`config.mk`:
```
export PLATFORM = sky130hd
export DESIGN_NAME = pe_cfg_mac
export DESIGN_NICKNAME = d
export VERILOG_FILES = /design/src/rtl/pe_cfg_mac.sv
export SDC_FILE = /design/constraint.sdc
export NUM_CORES = 1
export LEC_CHECK = 0
export CORE_AREA = 2 2 249 251
export DETAILED_ROUTE_END_ITERATION = 7
export DIE_AREA = 0 0 251 253
export SYNTH_ARGS = -nofsm -noshare
export SYNTH_HDL_FRONTEND = slang
export SYNTH_SLANG_ARGS = --single-unit
```
`constraint.sdc`:
```
create_clock -name clk -period 8.1 [get_ports clk]
set_input_delay 2.43 -clock clk [delete_from_list [all_inputs] [get_ports clk]]
set_output_delay 2.43 -clock clk [all_outputs]
set_load 0.005 [all_outputs]
```
`src/rtl/pe_cfg_mac.sv`:
```
// Configurable systolic-array PE: signed MAC with IS / WS / OS dataflow modes.
// Build option: define PE_SAT_EN to saturate the accumulator on overflow (default wraps).
module pe_cfg_mac #(
  parameter int INPUT_WIDTH  = 16,
  parameter int WEIGHT_WIDTH = 16,
  parameter int PSUM_WIDTH   = 32,
  parameter int CNT_WIDTH    = 16
) (
  input  logic                    clk,
  input  logic                    rst_n,
  input  logic                    cfg_valid,
  input  logic [1:0]              cfg_mode,
  input  logic                    load_en,
  input  logic                    process_en,
  input  logic                    drain_en,
  input  logic [INPUT_WIDTH-1:0]  input_in,
  input  logic [WEIGHT_WIDTH-1:0] weight_in,
  input  logic [PSUM_WIDTH-1:0]   psum_in,
  output logic [INPUT_WIDTH-1:0]  input_out,
  output logic [WEIGHT_WIDTH-1:0] weight_out,
  output logic [PSUM_WIDTH-1:0]   psum_out,
  output logic                    psum_valid,
  output logic [1:0]              state,
  output logic [CNT_WIDTH-1:0]    mac_cnt
);

  localparam int PROD_WIDTH = INPUT_WIDTH + WEIGHT_WIDTH;
  localparam int SUM_WIDTH  = PSUM_WIDTH + 1;

  typedef enum logic [1:0] {
    ST_IDLE = 2'd0,
    ST_LOAD = 2'd1,
    ST_RUN  = 2'd2
  } state_t;

  typedef enum logic [1:0] {
    MODE_IS = 2'd0,
    MODE_WS = 2'd1,
    MODE_OS = 2'd2
  } mode_t;

  state_t state_q, state_d;
  mode_t  mode_q, cfg_mode_norm;

  logic [INPUT_WIDTH-1:0]  input_q;
  logic [WEIGHT_WIDTH-1:0] weight_q;
  logic [PSUM_WIDTH-1:0]   psum_q;
  logic                    psum_valid_q;
  logic [CNT_WIDTH-1:0]    mac_cnt_q;

  logic do_cfg, do_load, do_mac, do_drain;

  // Reserved mode code 3 behaves as input-stationary.
  always_comb begin
    cfg_mode_norm = MODE_IS;
    case (cfg_mode)
      2'd1:    cfg_mode_norm = MODE_WS;
      2'd2:    cfg_mode_norm = MODE_OS;
      default: cfg_mode_norm = MODE_IS;
    endcase
  end

  // ---------------------------------------------------------------------
  // Control FSM
  // ---------------------------------------------------------------------
  always_ff @(posedge clk) begin
    if (!rst_n) state_q <= ST_IDLE;
    else        state_q <= state_d;
  end

  always_comb begin
    state_d  = state_q;
    do_cfg   = 1'b0;
    do_load  = 1'b0;
    do_mac   = 1'b0;
    do_drain = 1'b0;
    if (cfg_valid) begin
      do_cfg  = 1'b1;
      state_d = (cfg_mode_norm == MODE_OS) ? ST_RUN : ST_LOAD;
    end else begin
      case (state_q)
        ST_IDLE: ;
        ST_LOAD: begin
          if (load_en) begin
            do_load = 1'b1;
            state_d = ST_RUN;
          end
        end
        ST_RUN: begin
          if (mode_q == MODE_OS) begin
            if (drain_en)        do_drain = 1'b1;
            else if (process_en) do_mac   = 1'b1;
          end else begin
            // A concurrent load only lands after this MAC has used the old operand.
            do_mac  = process_en;
            do_load = load_en;
          end
        end
        default: state_d = ST_IDLE;
      endcase
    end
  end

  // ---------------------------------------------------------------------
  // MAC arithmetic
  // ---------------------------------------------------------------------
  logic signed [INPUT_WIDTH-1:0]  mul_a;
  logic signed [WEIGHT_WIDTH-1:0] mul_b;
  logic signed [PROD_WIDTH-1:0]   prod;
  logic        [SUM_WIDTH-1:0]    prod_ext;
  logic        [SUM_WIDTH-1:0]    addend_ext;
  logic        [SUM_WIDTH-1:0]    sum;
  logic        [PSUM_WIDTH-1:0]   mac_result;
  logic        [PSUM_WIDTH-1:0]   addend;

  always_comb begin
    mul_a      = (mode_q == MODE_IS) ? input_q : input_in;
    mul_b      = (mode_q == MODE_WS) ? weight_q : weight_in;
    prod       = mul_a * mul_b;
    prod_ext   = {{(SUM_WIDTH-PROD_WIDTH){prod[PROD_WIDTH-1]}}, prod};
    addend     = (mode_q == MODE_OS) ? psum_q : psum_in;
    addend_ext = {addend[PSUM_WIDTH-1], addend};
    sum        = addend_ext + prod_ext;
`ifdef PE_SAT_EN
    if (sum[SUM_WIDTH-1] != sum[PSUM_WIDTH-1])
      mac_result = sum[SUM_WIDTH-1] ? {1'b1, {(PSUM_WIDTH-1){1'b0}}}
                                    : {1'b0, {(PSUM_WIDTH-1){1'b1}}};
    else
      mac_result = sum[PSUM_WIDTH-1:0];
`else
    mac_result = sum[PSUM_WIDTH-1:0];
`endif
  end

  // ---------------------------------------------------------------------
  // Datapath registers
  // ---------------------------------------------------------------------
  always_ff @(posedge clk) begin
    if (!rst_n) begin
      mode_q       <= MODE_IS;
      input_q      <= '0;
      weight_q     <= '0;
      psum_q       <= '0;
      psum_valid_q <= 1'b0;
      mac_cnt_q    <= '0;
    end else begin
      psum_valid_q <= do_mac | do_drain;
      if (do_cfg) begin
        mode_q    <= cfg_mode_norm;
        psum_q    <= '0;
        mac_cnt_q <= '0;
        if (cfg_mode_norm == MODE_IS)      input_q  <= '0;
        else if (cfg_mode_norm == MODE_WS) weight_q <= '0;
      end else begin
        if (do_mac) begin
          psum_q <= mac_result;
          if (mac_cnt_q != {CNT_WIDTH{1'b1}}) mac_cnt_q <= mac_cnt_q + 1'b1;
          if (mode_q != MODE_IS) input_q  <= input_in;
          if (mode_q != MODE_WS) weight_q <= weight_in;
        end
        if (do_drain) psum_q <= psum_in;
        if (do_load) begin
          if (mode_q == MODE_IS)      input_q  <= input_in;
          else if (mode_q == MODE_WS) weight_q <= weight_in;
        end
      end
    end
  end

  assign input_out  = input_q;
  assign weight_out = weight_q;
  assign psum_out   = psum_q;
  assign psum_valid = psum_valid_q;
  assign state      = state_q;
  assign mac_cnt    = mac_cnt_q;

endmodule

```
==> results.ini, run 1 <==
[clocking]
htreeDepth=3
cts.sinks=85
clk_pin_slew_ps=80
cts_buffer_depth=2
cts_tree=built
cts-root-buf=clkbuf_16
clkLatencyLatePin_ps=390
numCtsBuffers=9

[die]
initial_core_util=0.247
dieArea_sq_um=63500
design.core.area_sq_um=61000
ios=155
fp.dieW_microns=251
row_count=91
die_height_microns=253

[cells_and_area]
drive_gt1_frac=0.243
fin_cells=2907
fin_area_sq_um=20900
fillers=6218
fin_nets=2579
syn_to_final_growth_pct=38.8
diodes=0
multi_input_area_sq_um=12600
seq_area_sq_um=1700

[routing]
drtAntennaViolNets=0
vias_per_cell=4.64
num_vias=13503
wire_per_inst_microns=18.6
dr.first_iter.drc_count=1017
wl_met1_microns=25500
drtPass1Iterations=5
highest_layer=met4
drcViolationCount=0
met3WireLength_microns=4690
dr_wl_met2_microns=23100
postRouteWirelength_microns=54200

[placed_design]
port_buffers=154
dpl.hpwl_microns=44100
dpl.cell_count=2820
pre_cts_ws_ps=-1010
postPlaceCellArea_sq_um=19200
gp_congestion=0.939

[synth]
synthFlopType=dfxtp_1
synth_area_sq_um=15100
ys_seq_area_frac=0.113
syn_avg_cell_area_sq_um=8.77
syn_inst=1717
muxShareOfSynthArea=0.0433
synth_top_area_frac=0.388
yosys.area.top_type=fa_1
synthTopCellsByArea=fa_1 (39%), dfxtp_1 (11%), ha_1 (8.6%)
synth-adder-area-share=0.474
ys.warnings.count=0
synth_top_family_by_area=adder cells
syn_nets=2184
synth_cell_types=72
synth-simple-area-share=0.149
async_flop_share=0
synth_compound_area_frac=0.0938
ys_ff_latch=85
synth_xor_xnor_area_share=0.0244
synth_edf_count=0

[run]
maxCapViolations=0

[sta]
hold_slack_ps=480
tightest_slew_ps=1090
finalHoldViolCount=0
final-max-slew-violation-count=0
timing.fmax_mhz=124
grt_setup_unrepaired=yes
fin_ws_ps=15.9
setup-violations-final=0
slew_headroom=0.274
fin_crit_sh=0.998
clock_skew_ps=16.2
period_minus_slack_ps=8080

[pwr]
ir_drop_mv=0.185
finalPower_uw=4480
power.density_nw_per_um2=214
p_leak_uw=0.00990

[critical_path]
crit_path_start_kind=primary input
worstSetupPathType=in -> reg
critPathMaxFanout=7
r2r_slack_ps=550
cp.arrival_ps=8400
crit_path_end_kind=flop
critPathRequiredTime_ps=8420

[hold_path]
hold_path.class=reg -> reg

[global_routing]
gr-usage-all-layers=0.172
overflow=0
grt_pass1_vias=14198
grt_pass1_wl_microns=84000
antenna_found_initial=0
grt_max_degree=38

[status]
status=finished, final reports clean

cell type report:
type | instances | share of cell area
Multi-Input combinational cell | 1234 | 0.605
Timing Repair Buffer | 440 | 0.190
Sequential cell | 85 | 0.0815
Inverter | 342 | 0.0615
Tap cell | 790 | 0.0473
Clock buffer | 9 | 0.0108
Clock inverter | 7 | 0.00359
power breakdown:
group	internal, uW	total, uW	switching, uW
logic	1750	3590	1840
registers	422	428	5.47
clock network	220	459	240
total	2390	4480	2090
cell usage after synthesis, types with 3 or more instances:
cell / instances
a221oi_1: 4
o21bai_1: 3
nor2_1: 186
nor3_1: 20
buf_2: 7
nor3b_1: 3
nor2b_1: 9
and3_1: 4
o22ai_1: 3
nand4_1: 4
a21o_1: 7
and2_1: 10
mux2_2: 25
a211oi_1: 7
nand3_1: 14
o21ai_0: 25
xor2_1: 17
nand2b_1: 10
a22o_1: 22
nand2_1: 245
fa_1: 292
ha_1: 103
or3_1: 6
o31ai_1: 5
a22oi_1: 26
inv_1: 342
dfxtp_1: 85
a31oi_1: 8
o21a_1: 8
or2_2: 5
xnor2_1: 25
clkbuf_1: 42
mux2i_1: 37
a21oi_1: 58
buf_1: 4
nor4b_1: 4
worst paths after layout:
check | startpoint | end | depth (start not counted)
worst min-delay path | psum_out[2] | psum_out[2] | 2
worst max-delay path | weight_in[8] | psum_out[29] | 21
worst min register to register | psum_out[2] | psum_out[2] | 2
worst max register to register | mode_q[1] | psum_out[30] | 24
sequential cells by signal, indices dropped and copies added (netlist names):
| signal | count |
|---|---|
| mode_q | 2 |
| psum_out | 32 |
| state | 2 |
| psum_valid | 1 |
| weight_out | 16 |
| mac_cnt | 16 |
| input_out | 16 |
through the flow:
stage / utilization / setup TNS, ps
floorplan: - / 0
global placement: 0.314 / -13140
detailed placement: 0.314 / -14410
CTS: 0.334 / 0
global route: 0.342 / -760
finish: 0.342 / 0
critical path, stage by stage:
cell and delay (ps):
dlygate4sd2_1 260, mux2_4 330, buf_12 170, nand2_2 70, fa_1 410, inv_1 90, fa_1 460, fa_2 660
fa_1 460, fa_1 520, inv_1 50, fa_1 500, inv_2 50, ha_4 260, and2_4 150, nand3_2 70
or4_4 570, a31oi_4 260, a311oi_4 140, or3_1 320, a31oi_1 170
logic make-up (layout without fill, tap and decap cells):
group,count (synthesis),count (layout)
buffers and inverters,400,798
DFF,85,85
xor gates and xnor gates,42,42
adders and majority gates,395,395
and+or+nand+nor,531,531
AOI/OAI and AO/OA,202,202
muxes,62,64
per-layer routing:
layer	GRT usage	up-vias
li1	-	6143
met1	0.250	6764
met2	0.256	538
met3	0.0458	58
met4	0.0323	0
met5	0	-
placed cells by master, fill, tap and decap left out, drive strengths merged, types with 4 or more instances in the layout:
master         synthesis  layout
o31ai                  5       5
or2                    5       5
mux2i                 37      38
nor3                  20      20
inv                  342     346
mux2                  25      26
nand4                  4       4
nor3b                  4       4
nor2                 186     186
a21oi                 58      58
fa                   292     292
a21o                   7       7
clkdlybuf4s50          0     123
ha                   103     103
a31oi                  9       9
nor2b                  9       9
a22oi                 26      26
o21a                   8       8
a221oi                 4       4
nand2b                10      10
o211ai                 4       4
o21ai                 26      26
and2                  10      10
nor4b                  4       4
a211oi                 8       8
and3                   4       4
buf                   15     291
dfxtp                 85      85
a22o                  22      22
clkbuf                42      22
dlygate4sd2            0       5
clkdlybuf4s15          0       5
or3                    7       7
nand3                 14      14
nand2                245     245
xnor2                 25      25
xor2                  17      17
timing repair:
action,4_1_cts,5_1_grt
setup endpoints to repair,17,15
buffers inserted,49,21
pin swaps,67,69
gates cloned,3,1
resized for setup,168,138
hold buffers,0,0
Note: power is estimated with default switching activity, not from simulation.
==> inputs of run 2 (changes only) <==
--- a/config.mk
+++ b/config.mk
@@ -8,6 +8,7 @@
 export CORE_AREA = 2 2 249 251
 export DETAILED_ROUTE_END_ITERATION = 7
 export DIE_AREA = 0 0 251 253
+export DONT_BUFFER_PORTS = 1
 export SYNTH_ARGS = -nofsm -noshare
 export SYNTH_HDL_FRONTEND = slang
 export SYNTH_SLANG_ARGS = --single-unit
==> results.ini, run 2 (synthesis gave the netlist of run 1 again) <==
[hold_path]
hold_path.class=reg -> reg
min-delay-start=psum_out[1]

[routing]
postRouteWirelength_microns=50000
drtPass1Iterations=5
drcViolationCount=0
dr.first_iter.drc_count=1044
vias_per_cell=4.67
num_vias=12357
wire_per_inst_microns=18.9
drtAntennaViolNets=0

[critical_path]
crit_top_cell=fa_1
crit_path_end_kind=flop
cp_slowest_stage_delay_ps=600
cp.arrival_ps=8190
crit_family=adder cells
cp.buffers_inverters=5
crit_start=weight_in[7]
path_cells=mux2_2 -> buf_4 -> nand2_1 -> fa_1 -> inv_1 -> fa_1 -> fa_1 -> fa_2 -> fa_1 -> inv_1 -> fa_1 -> inv_1 -> ha_1 -> nand4_1 -> nor2_1 -> a211oi_2 -> buf_4 -> nand2_2 -> a31o_4 -> a211oi_4 -> nor3_1 -> or3_1
crit_path_start_kind=primary input
slowest_stage=fa_1
critPathRequiredTime_ps=8370
worstSetupPathType=in -> reg
rr_startpoint=mode_q[1]
critPathMaxFanout=8

[clocking]
clk_pin_slew_ps=80
cts-root-buf=clkbuf_16
cts_tree=built
clkLatencyLatePin_ps=390
htreeDepth=3
numCtsBuffers=9
cts.sinks=85
cts_buffer_depth=2

[sta]
tightest_slew_ps=1010
timing.fmax_mhz=126
clock_skew_ps=17.1
slew_headroom=0.325
setup-violations-final=0
period_minus_slack_ps=7930
fin_crit_sh=0.979
final-max-slew-violation-count=0
finalSetupTns_ps=0
finalHoldViolCount=0
fin_ws_ps=173

[die]
initial_core_util=0.247
design.core.area_sq_um=61000
fp.dieW_microns=251
die_height_microns=253
dieArea_sq_um=63500
ios=155
row_count=91

[placed_design]
pre_cts_ws_ps=-477
port_buffers=0
dpl.cell_count=2619
dpl.hpwl_microns=43100
gp_congestion=0.910

[global_routing]
gr-usage-all-layers=0.161
antenna_found_initial=0
grt_max_degree=62
overflow=0
grt_pass1_wl_microns=77700
grt_pass1_vias=12711

[pwr]
power.density_nw_per_um2=217
ir_drop_mv=0.149
p_leak_uw=0.00862
finalPower_uw=3870

[cells_and_area]
seq_area_sq_um=1700
fillers=6509
final_common_cell=inv_1
drive_gt1_frac=0.150
fin_util=0.292
fin_nets=2316
multi_input_area_sq_um=12100
syn_to_final_growth_pct=18.4
diodes=0
fin_cells=2644
mostFrequentLayoutCells=inv_1 (340), fa_1 (289), nand2_1 (242), nor2_1 (183), buf_4 (170)
largest_register_ffs=32

[run]
maxCapViolations=0

[status]
status=finished, final reports clean

==> run 2: changes by cell type in the layout (fill, tap and decap cells not counted), moves of 16 or more <==
cell	change
fa_1	+21
buf_6	-28
nor2_2	-17
nand2_1	+16
buf_4	-71
fa_2	-21
clkdlybuf4s50_1	-123
nor2_1	+23
inv_2	-23
inv_1	+23
mux2_4	-19
mux2_2	+18
==> run 2: final timing paths <==
| check | slack, ps | cells past startpoint | end |
|---|---|---|---|
| max reg2reg | 740 | 24 | psum_out[22] |
| min reg2reg | 510 | 2 | psum_out[1] |
| max | 170 | 22 | psum_out[22] |
| min | 510 | 2 | psum_out[1] |
==> run 2: power by group <==
part           internal, uW  switching, uW  total [uW]  leakage [uW]
registers               422           6.31         429      0.000685
logic                  1360           1620        2980       0.00778
clock network           244            217         461      0.000149
==> run 2: tightest hold or removal path: stages (launching register included) <==
cell and delay (ps):
dfxtp_1 340, nand2_1 70, a21oi_1 50
==> run 2: area by class of cell <==
type,instances,share of cell area
Timing Repair Buffer,179,0.0817
Sequential cell,85,0.0955
Clock buffer,9,0.0126
Multi-Input combinational cell,1232,0.678
Clock inverter,7,0.00449
Tap cell,790,0.0555
Inverter,342,0.0720
==> run 2: what timing repair did <==
item	CTS	global route
hold buffers	0	0
pin swaps	1	14
gates resized for setup	0	31
setup endpoints to repair	4	14
buffers inserted	2	7
==> run 2: layer usage <==
metal | GRT usage | part of all wire
met1 | 0.228 | 0.46
met2 | 0.240 | 0.43
met3 | 0.0504 | 0.098
met4 | 0.0369 | 0.020
met5 | 0 | 0
==> run 2: metrics by stage <==
step / cell area [sq um] / hold WS [ps]
2_1_floorplan: 15200 / 466
3_3_place_gp: 17300 / 480
3_5_place_dp: 17300 / 496
4_1_cts: 17600 / 506
5_1_grt: 17800 / 547
6_report: 17800 / 505
==> inputs of run 3 (changes only) <==
--- a/config.mk
+++ b/config.mk
@@ -9,6 +9,7 @@
 export DETAILED_ROUTE_END_ITERATION = 7
 export DIE_AREA = 0 0 251 253
 export DONT_BUFFER_PORTS = 1
+export GPL_TIMING_DRIVEN = 0
 export SYNTH_ARGS = -nofsm -noshare
 export SYNTH_HDL_FRONTEND = slang
 export SYNTH_SLANG_ARGS = --single-unit
==> results.ini, run 3 (synthesis gave the netlist of run 1 again) <==
[critical_path]
crit_path_start_kind=primary input
critPathRequiredTime_ps=8380
worstSetupPathType=in -> reg
critPathMaxFanout=5
r2r_cells=26
rr_startpoint=mode_q[1]
slowest_stage=fa_1
crit_path_end_kind=flop
path_cells=mux2i_4 -> buf_6 -> buf_8 -> nor2_1 -> fa_1 -> inv_1 -> fa_1 -> fa_1 -> inv_1 -> fa_1 -> fa_1 -> inv_1 -> fa_1 -> inv_1 -> ha_4 -> o21ai_0 -> a21oi_2 -> o211ai_2 -> or4_4 -> a31oi_4 -> a311oi_4 -> a2111o_1 -> o221ai_1
crit_top_cell=fa_1
r2r_slack_ps=80
cp.arrival_ps=8430
cp_slowest_stage_delay_ps=550
worstReg2RegEnd=psum_out[31]

[pwr]
power.share.combinational=0.757
net-switching-power_uw=1860
p_seq_frac=0.113
ir_drop_mv=0.160
internal-power_uw=1920
swShare=0.493
p_leak_uw=0.00807
p_clk_frac=0.130
power.density_nw_per_um2=217

[sta]
final-max-slew-violation-count=0
tightest_slew_ps=938
hold_slack_ps=504
fin_crit_sh=1.01
finalHoldViolCount=0
clock_skew_ps=14.6
slew_headroom=0.372
grt_setup_unrepaired=yes
fin_ws_ps=-44.9
timing.fmax_mhz=123
period_minus_slack_ps=8140
setup-violations-final=1

[die]
die_height_microns=253
initial_core_util=0.247
design.core.area_sq_um=61000
fp.dieW_microns=251
dieArea_sq_um=63500
ios=155
row_count=91

[clocking]
cts-root-buf=clkbuf_16
clkLatencyLatePin_ps=380
clk_pin_slew_ps=70
cts_tree=built
cts-hold-fix-buffers=0
cts.sinks=85
numCtsBuffers=9
htreeDepth=3
cts_buffer_depth=2

[cells_and_area]
fin_area_sq_um=17500
syn_to_final_growth_pct=16.1
largest_register_ffs=32
fin_nets=2235
fin_util=0.286
final_common_cell=inv_1
drive_gt1_frac=0.114
diodes=0
mostFrequentLayoutCells=inv_1 (334), fa_1 (288), nand2_1 (243), nor2_1 (182), ha_1 (92)

[placed_design]
postPlaceCellArea_sq_um=16200
port_buffers=0
gp_congestion=0.962
dpl.hpwl_microns=45100

[hold_path]
hold_path_end=psum_out[2]
hold_path.class=reg -> reg
min-delay-start=psum_out[2]
hold-path-cell-count=2

[routing]
drtPass1Iterations=5
wire_per_inst_microns=20.9
dr.first_iter.drc_count=1052
drtAntennaViolNets=0
num_vias=12505
postRouteWirelength_microns=53600
vias_per_cell=4.88
drcViolationCount=0

[global_routing]
overflow=0
grt_pass1_vias=12999
gr-usage-all-layers=0.171
antenna_found_initial=1
grt_pass1_wl_microns=81500
grt_max_degree=18

[status]
status=complete, but fails checks
violations=setup timing

[run]
maxCapViolations=0

-- run 3: worst max-delay path: cells and delay by family --
| family | cells | cell delay [ps] |
|---|---|---|
| mux | 1 | 240 |
| fa+ha+maj | 7 | 3340 |
| compound gates | 7 | 1330 |
| buf+inv | 6 | 520 |
| simple gates | 2 | 540 |
-- run 3: metrics by stage --
stage	TNS, ps	power, uW	setup WS, ps	instances
2_1_floorplan	0	2210	1.74	1717
3_3_place_gp	-17460	2800	-1220	2507
3_5_place_dp	-17800	2810	-1230	2507
4_1_cts	0	3470	0.120	2531
5_1_grt	-894	4090	-178	2562
6_report	-44.9	3780	-44.9	2562
-- run 3: how the worst max path moves through the flow --
stage,start,to,cells after the start
2_1_floorplan,weight_in[2],psum_out[30],22
3_3_place_gp,weight_in[0],psum_out[22],18
3_5_place_dp,weight_in[0],psum_out[22],18
4_1_cts,input_in[15],psum_out[31],21
5_1_grt,weight_in[4],psum_out[31],23
6_report,weight_in[4],psum_out[31],23
-- run 3: area by class of cell --
type	count	area, sq um
buffer	55	337
tap	790	988
clock buffer	9	225
inverter	342	1290
timing repair buffer	43	362
sequential	85	1700
clock inverter	6	96.3
fill	6450	43600
multi-input combinational	1232	12500
-- run 3: power groups by stage --
stage          registers, uW  clock network (uW)  logic, uW
6_report                 429                 492       2860
5_1_grt                  430                 510       3150
4_1_cts                  429                 498       2540
3_5_place_dp             438                   0       2370
3_3_place_gp             438                   0       2360
2_1_floorplan            436                   0       1780
-- run 3: what timing repair did --
action	4_1_cts	5_1_grt
buffers inserted	10	35
pin swaps	7	41
resized for setup	80	68
cloned	2	0
endpoints found under the setup margin	18	13
endpoints found under the hold margin	0	0
-- run 3: routing by layer --
metal	track usage	vias to the layer above	routed length, microns
met5	0	-	13
li1	-	5456	-
met4	0.0423	2	1390
met2	0.265	657	23500
met1	0.232	6291	23000
met3	0.0502	99	5730
